**src/rtl/axi_rd_initiator.sv**
```systemverilog
// rtl/axi_rd_initiator.sv - AXI4 read-channel initiator, one INCR burst outstanding at a time
//
// Optional build macro: AXI_RD_CHECK_EN
//   When defined, each accepted R beat is checked for a wrong rid and for rlast
//   placement against the latched length. Any violation sets the sticky proto_err.
//   The burst also ends after the last expected beat if rlast never arrives.
//   When undefined, proto_err is tied 0 and only rlast ends a burst.
//
// Ports:
//   clk, rst (async, active-low)
//   front-end request : req_valid/req_ready, req_addr, req_len, req_size, req_id
//   front-end response: resp_valid/resp_ready, resp_data, resp_last, resp_err
//   status            : busy, proto_err
//   AXI AR channel    : arvalid/arready, araddr, arid, arlen, arsize, arburst
//   AXI R channel     : rvalid/rready, rdata, rresp, rlast, rid

module axi_rd_initiator #(
    parameter int ID_W   = 4,
    parameter int DATA_W = 32,
    parameter int ADDR_W = 32
) (
    input  logic              clk,
    input  logic              rst,

    input  logic              req_valid,
    output logic              req_ready,
    input  logic [ADDR_W-1:0] req_addr,
    input  logic [7:0]        req_len,
    input  logic [2:0]        req_size,
    input  logic [ID_W-1:0]   req_id,

    output logic              resp_valid,
    input  logic              resp_ready,
    output logic [DATA_W-1:0] resp_data,
    output logic              resp_last,
    output logic              resp_err,

    output logic              busy,
    output logic              proto_err,

    output logic              arvalid,
    input  logic              arready,
    output logic [ADDR_W-1:0] araddr,
    output logic [ID_W-1:0]   arid,
    output logic [7:0]        arlen,
    output logic [2:0]        arsize,
    output logic [1:0]        arburst,

    input  logic              rvalid,
    output logic              rready,
    input  logic [DATA_W-1:0] rdata,
    input  logic [1:0]        rresp,
    input  logic              rlast,
    input  logic [ID_W-1:0]   rid
);

    typedef enum logic [1:0] {
        S_IDLE = 2'd0,
        S_AR   = 2'd1,
        S_R    = 2'd2
    } state_t;

    state_t     state;
    logic [7:0] beat_cnt;
    logic       in_r;
    logic       beat_fire;
    logic       burst_done;

    assign in_r      = (state == S_R);
    assign req_ready = (state == S_IDLE);
    assign busy      = (state != S_IDLE);
    assign arburst   = 2'b01;

    // R channel is a straight pass-through to the requester while in R;
    // outside R nothing is accepted so late beats from an abandoned burst are dropped.
    assign rready     = in_r & resp_ready;
    assign resp_valid = in_r & rvalid;
    assign resp_data  = rdata;
    assign resp_last  = rlast;
    assign resp_err   = (rresp != 2'b00);

    assign beat_fire = rvalid & rready;

`ifdef AXI_RD_CHECK_EN
    logic beat_bad;

    // beat_cnt holds the index of the beat being accepted, so it equals arlen
    // exactly on the final expected beat.
    assign beat_bad   = (rid != arid) |
                        (rlast & (beat_cnt != arlen)) |
                        (~rlast & (beat_cnt == arlen));
    assign burst_done = rlast | (beat_cnt == arlen);
`else
    logic unused_sig;

    assign unused_sig = ^{rid, beat_cnt};
    assign burst_done = rlast;
    assign proto_err  = 1'b0;
`endif

    always_ff @(posedge clk or negedge rst) begin
        if (!rst) begin
            state    <= S_IDLE;
            arvalid  <= 1'b0;
            araddr   <= '0;
            arid     <= '0;
            arlen    <= '0;
            arsize   <= '0;
            beat_cnt <= '0;
        end else begin
            case (state)
                S_IDLE: begin
                    if (req_valid) begin
                        araddr  <= req_addr;
                        arid    <= req_id;
                        arlen   <= req_len;
                        arsize  <= req_size;
                        arvalid <= 1'b1;
                        state   <= S_AR;
                    end
                end
                S_AR: begin
                    if (arready) begin
                        arvalid <= 1'b0;
                        state   <= S_R;
                    end
                end
                S_R: begin
                    if (beat_fire) begin
                        if (burst_done) begin
                            beat_cnt <= '0;
                            state    <= S_IDLE;
                        end else begin
                            beat_cnt <= beat_cnt + 8'd1;
                        end
                    end
                end
                default: begin
                    state   <= S_IDLE;
                    arvalid <= 1'b0;
                end
            endcase
        end
    end

`ifdef AXI_RD_CHECK_EN
    always_ff @(posedge clk or negedge rst) begin
        if (!rst) begin
            proto_err <= 1'b0;
        end else if (in_r && beat_fire && beat_bad) begin
            proto_err <= 1'b1;
        end
    end
`endif

endmodule

```
**config.mk**
```make
export PLATFORM = sky130hd
export DESIGN_NAME = axi_rd_initiator
export DESIGN_NICKNAME = d
export VERILOG_FILES = /design/src/rtl/axi_rd_initiator.sv
export SDC_FILE = /design/constraint.sdc
export NUM_CORES = 1
export LEC_CHECK = 0
export ABC_AREA = 1
export CAP_MARGIN = 20
export CORE_MARGIN = 3
export CORE_UTILIZATION = 30
export DETAILED_ROUTE_END_ITERATION = 7
export PLACE_DENSITY = 0.78
export SLEW_MARGIN = 15
export SYNTH_ARGS = -nofsm -noshare
export SYNTH_HDL_FRONTEND = slang
export SYNTH_SLANG_ARGS = --single-unit
```
**constraint.sdc**
```tcl
create_clock -name clk -period 1.1 [get_ports clk]
set_input_delay 0.165 -clock clk [delete_from_list [all_inputs] [get_ports clk]]
set_output_delay 0.165 -clock clk [all_outputs]
set_load 0.02 [all_outputs]
```
==> Yosys cells after proc, flatten, opt, wreduce, memory -nomap -nowiden <==
Cells that the tools add are included.
{ "classes": {"n_eq_ne": 6, "n_mux": 8, "n_bitwise": 4, "reduce_logical": 6} }
{ "op_table": {"columns": ["operator", "n"], "rows": [
  ["2-bit two-way mux", 4],
  ["2-bit != test, second input constant", 3],
  ["2-bit one-hot mux with 3 select lines", 1],
  ["4-bit AND reduction", 1],
  ["2-bit nonzero test", 2],
  ["1-bit bitwise AND", 3],
  ["1-bit one-hot mux with 3 select lines", 1],
  ["3-bit AND reduction", 1],
  ["2-bit by 1-bit == test with 1-bit output, second input constant", 1],
  ["2-bit == test, second input constant", 1],
  ["2-bit logical NOT", 1],
  ["1-bit two-way mux", 2],
  ["2-bit by 1-bit != test with 1-bit output, second input constant", 1],
  ["2-bit AND reduction", 1],
  ["1-bit inverter", 1]
]} }
{ "totals": {"elab_cells": 30, "regBits": 50, "inputBits": 92} }

==> Longest topological paths before layout <==
{ "depth": {"ltp_word": 5, "mapped_depth": 6, "mapped_depth_nobuf": 5} }

==> Least setup slack after synthesis <==
No wires, ideal clock.
{ "synth_timing": {"kind": "reg-to-reg", "from": "reg state[0]", "to": "reg araddr[0]", "stages_incl_launch_ff": 7, "path_buffers": 2, "period_less_slack_ps": 1137, "arrival_time_ps": 1020, "slack_ps": -37, "cell_sequence": "dfrtp_1 > nor2_2 > nand2_1 > buf_6 > buf_6 > nand2_1 > nand2_1"} }
{ "synth_via": {"elab_chain_cells": 2} }
{ "synth_rtl": {"columns": ["item", "line", "source"], "rows": [
  ["start: declaration", "63", "state_t state;"],
  ["start signal: assignment", "103", "state <= S_IDLE;"],
  ["start signal: assignment", "119", "state <= S_AR;"],
  ["start signal: assignment", "125", "state <= S_R;"],
  ["2-bit logical NOT", "111", "case (state)"],
  ["2-bit AND reduction (no source line)", null, null],
  ["end signal: assignment", "114", "araddr <= req_addr;"],
  ["end: declaration", "43", "output logic [ADDR_W-1:0] araddr,"]
]} }
Every way passes these cells.
A chain may end at the register's enable or synchronous reset.

==> Final worst setup path <==
{ "layout_timing": {"from": "reg state[0]", "to": "out resp_valid"} }
{ "layout_via": {"elab_chain_cells": 2} }
{ "layout_rtl": {"columns": ["item", "line", "source"], "rows": [
  ["2-bit == test", "69", "assign in_r = (state == S_R);"],
  ["1-bit bitwise AND", "77", "assign resp_valid = in_r & rvalid;"],
  ["end: declaration", "32", "output logic resp_valid,"]
]} }
Every way passes these cells.

==> summary.txt <==
status -> complete, but fails checks
failing checks -> negative setup slack
post-layout util -> 0.5161
crit start category -> flop
Die W -> 93.58 µm
DRT iter0 DRCs -> 69
initial antenna violation count -> 0
Worst Hold Class -> input port to flop
reg2reg start -> state[1]
PortBufs -> 109
htree depth -> 2
Synth Cell Area -> 0.002301 mm²
floorplan core area -> 0.007331 mm²
setup slack, reg-to-reg -> -0.27 ns
CTS Sinks -> 50
crit end category -> primary output
nets@finish -> 451
RSZ-0062 raised after global routing -> true
Yosys reg bits -> 50
Adder-Cell Fraction of Synth Area -> 0
final hold slack -> 0.2417 ns
number of top-level pins -> 181
Routed WL per cell -> 15.16 µm
Fmax achieved -> 0.7268 GHz
die area -> 0.008756 mm²
final period demand of the worst path -> 1.376 ns
endpoints failing setup -> 53
final hold vios -> 0
pwr/cell area -> 2936 mW/mm²
mux cell area share after synthesis -> 0
WL final -> 6.926 mm
Synth Area in Compound Gates -> 0.004350
Hold Path Depth -> 3
Pleak -> 1.930 nW
Seq/Total Area, Yosys -> 0.5438
largest net degree at the start of global routing -> 51
WP data required -> 0.94 ns
Synth Instances -> 266
worst hold endpoint -> araddr[15]
Final Max Slew Viols -> 0
RR Endpoint -> araddr[20]
Root Driver -> clkbuf_8
GR Overflow Total -> 0
total power -> 0.01111 W
maximum VDD drop -> 0.001826 V
post-synth cell types -> 13
Cell Chain, Critical Path -> buf_6, nor2_4, inv_2, nor2_1, buf_4
Ant. Diodes -> 0
Area Growth Syn to Fin -> 64.44%
leading cell types in the layout, fill and taps excluded -> 51 x clkdlybuf4s50_1, 50 x dfrtp_1, 49 x nand3_1, 49 x buf_2, 43 x nand2_2
Inserted Clock Buffers -> 5
Worst-Skew Late Latency -> 0.29 ns
largest family of logic cells by synthesized area -> simple AND/OR/NAND/NOR gates
Clock Skew -> 0.008411 ns
pre-CTS setup slack -> -0.4600 ns
max_cap viols -> 0
CTS max path bufs -> 2
fraction of layout cells with a size suffix above 1 -> 0.4832
antenna-violating nets left -> 0
Vias/cell -> 4.560
first-pass GRT wire length -> 10.46 mm
CP delay by family, top -> flip-flops
CTS tree -> built
First-pass DRT Iterations -> 4
Setup CP Type -> flop to primary output
Crit Path Max Fanout -> 2
row cnt -> 31
Hold Startpoint -> req_valid
Clk pin slew, worst setup/hold paths -> 0.09 ns
Warnings, synthesis -> 0
Reg2Reg Depth -> 7
final instance area -> 0.003784 mm²
DP Area -> 0.003276 mm²
hpwl dp -> 4.180 mm
Simple-Gate Fraction of Synth Area -> 0.2800
critical path's slowest cell -> dfrtp_1
Vias -> 2,084
most common cell after layout, fill and taps aside -> clkdlybuf4s50_1
vias in the first global route -> 2,139
DR DRC count -> 0
CP Buf/Inv Count -> 3
Initial Utilization -> 0.3139
Post-Synth XOR/XNOR Area -> 0
post-route clock period utilization -> 1.251
Final Wtd Congestion -> 0.6557
Arr. time, crit path -> 1.21 ns
slowest stage delay, CP -> 0.43 ns
die height -> 93.58 µm
fin worst setup slack -> -0.2759 ns
GR Util All Layers -> 0.1509
Avg Inst Size Synth -> 8.650 µm²
[worst max-delay path by stage]
| stage | startpoint | cells after the start | to |
|---|---|---|---|
| global route | state[0] | 5 | resp_valid |
| CTS | state[0] | 8 | araddr[19] |
| detailed placement | rresp[1] | 3 | resp_err |
| floorplan | state[0] | 6 | araddr[0] |
| global placement | rvalid | 4 | resp_valid |
| finish | state[0] | 5 | resp_valid |
[metrics by stage]
step                      cells  TNS [ns]
after floorplan             267   -0.1238
after global placement      435    -9.230
after detailed placement    435    -11.06
after CTS                   452    -10.39
after global routing        457    -14.56
final                       457    -12.83
[layer usage]
metal | up-vias | track usage | share of wire
li1 | 980 | - | -
met1 | 993 | 0.1940 | 0.43
met2 | 92 | 0.2418 | 0.48
met3 | 19 | 0.04425 | 0.074
met4 | 0 | 0.05295 | 0.015
met5 | - | 0 | 0
[cell usage after synthesis, drive strengths merged]
master  count  area (µm²)
buf        50       357.8
clkbuf      1       3.750
conb        2       7.510
dfrtp      50        1251
inv         7       26.28
nand2     100       375.4
nand3      49       245.2
nor2        4       17.52
o21ai       2       10.01
or2         1       6.260
[cell type report]
class	count	area, µm²
fillers	660	3547
flip-flops and latches	50	1251
repair buffers	136	1246
multi-input cells	159	1051
well taps	99	123.9
clock buffers	6	82.58
inverters	7	28.78
[report_power, final]
| part | leakage, nW | internal, W | total [W] | switching (W) |
|---|---|---|---|---|
| Clock | 0.0431 | 0.000486 | 0.00103 | 0.000545 |
| Combinational | 1.27 | 0.00295 | 0.00653 | 0.00357 |
| Sequential | 0.618 | 0.00272 | 0.00355 | 0.000826 |
| Total | 1.93 | 0.00616 | 0.0111 | 0.00494 |
[flip-flops by register name (all words and copies together) (netlist names)]
signal / cells
arvalid: 1
arlen: 8
arid: 4
arsize: 3
araddr: 32
state: 2
[worst reg2reg max path: cells and delay by family (launching register included)]
family                 cells  cell delay [ns]
buffers and inverters      3             0.41
flip-flops                 1             0.44
AND/OR/NAND/NOR            4             0.41
[timing repair]
action | in CTS | in global routing
hold buffers | 1 | 0
gates resized for setup | 274 | 88
buffers inserted | 6 | 3
pin swaps | 3 | 2
cloned | 4 | 3
hold endpoints to repair | 50 | 0
setup endpoints to repair | 103 | 55
[logic make-up after synthesis]
kind of cell / count (synthesis)
simple gates: 154
buf+inv: 58
flops: 50
compound gates: 2
other cells: 2
(Power assumes the default switching activity.)
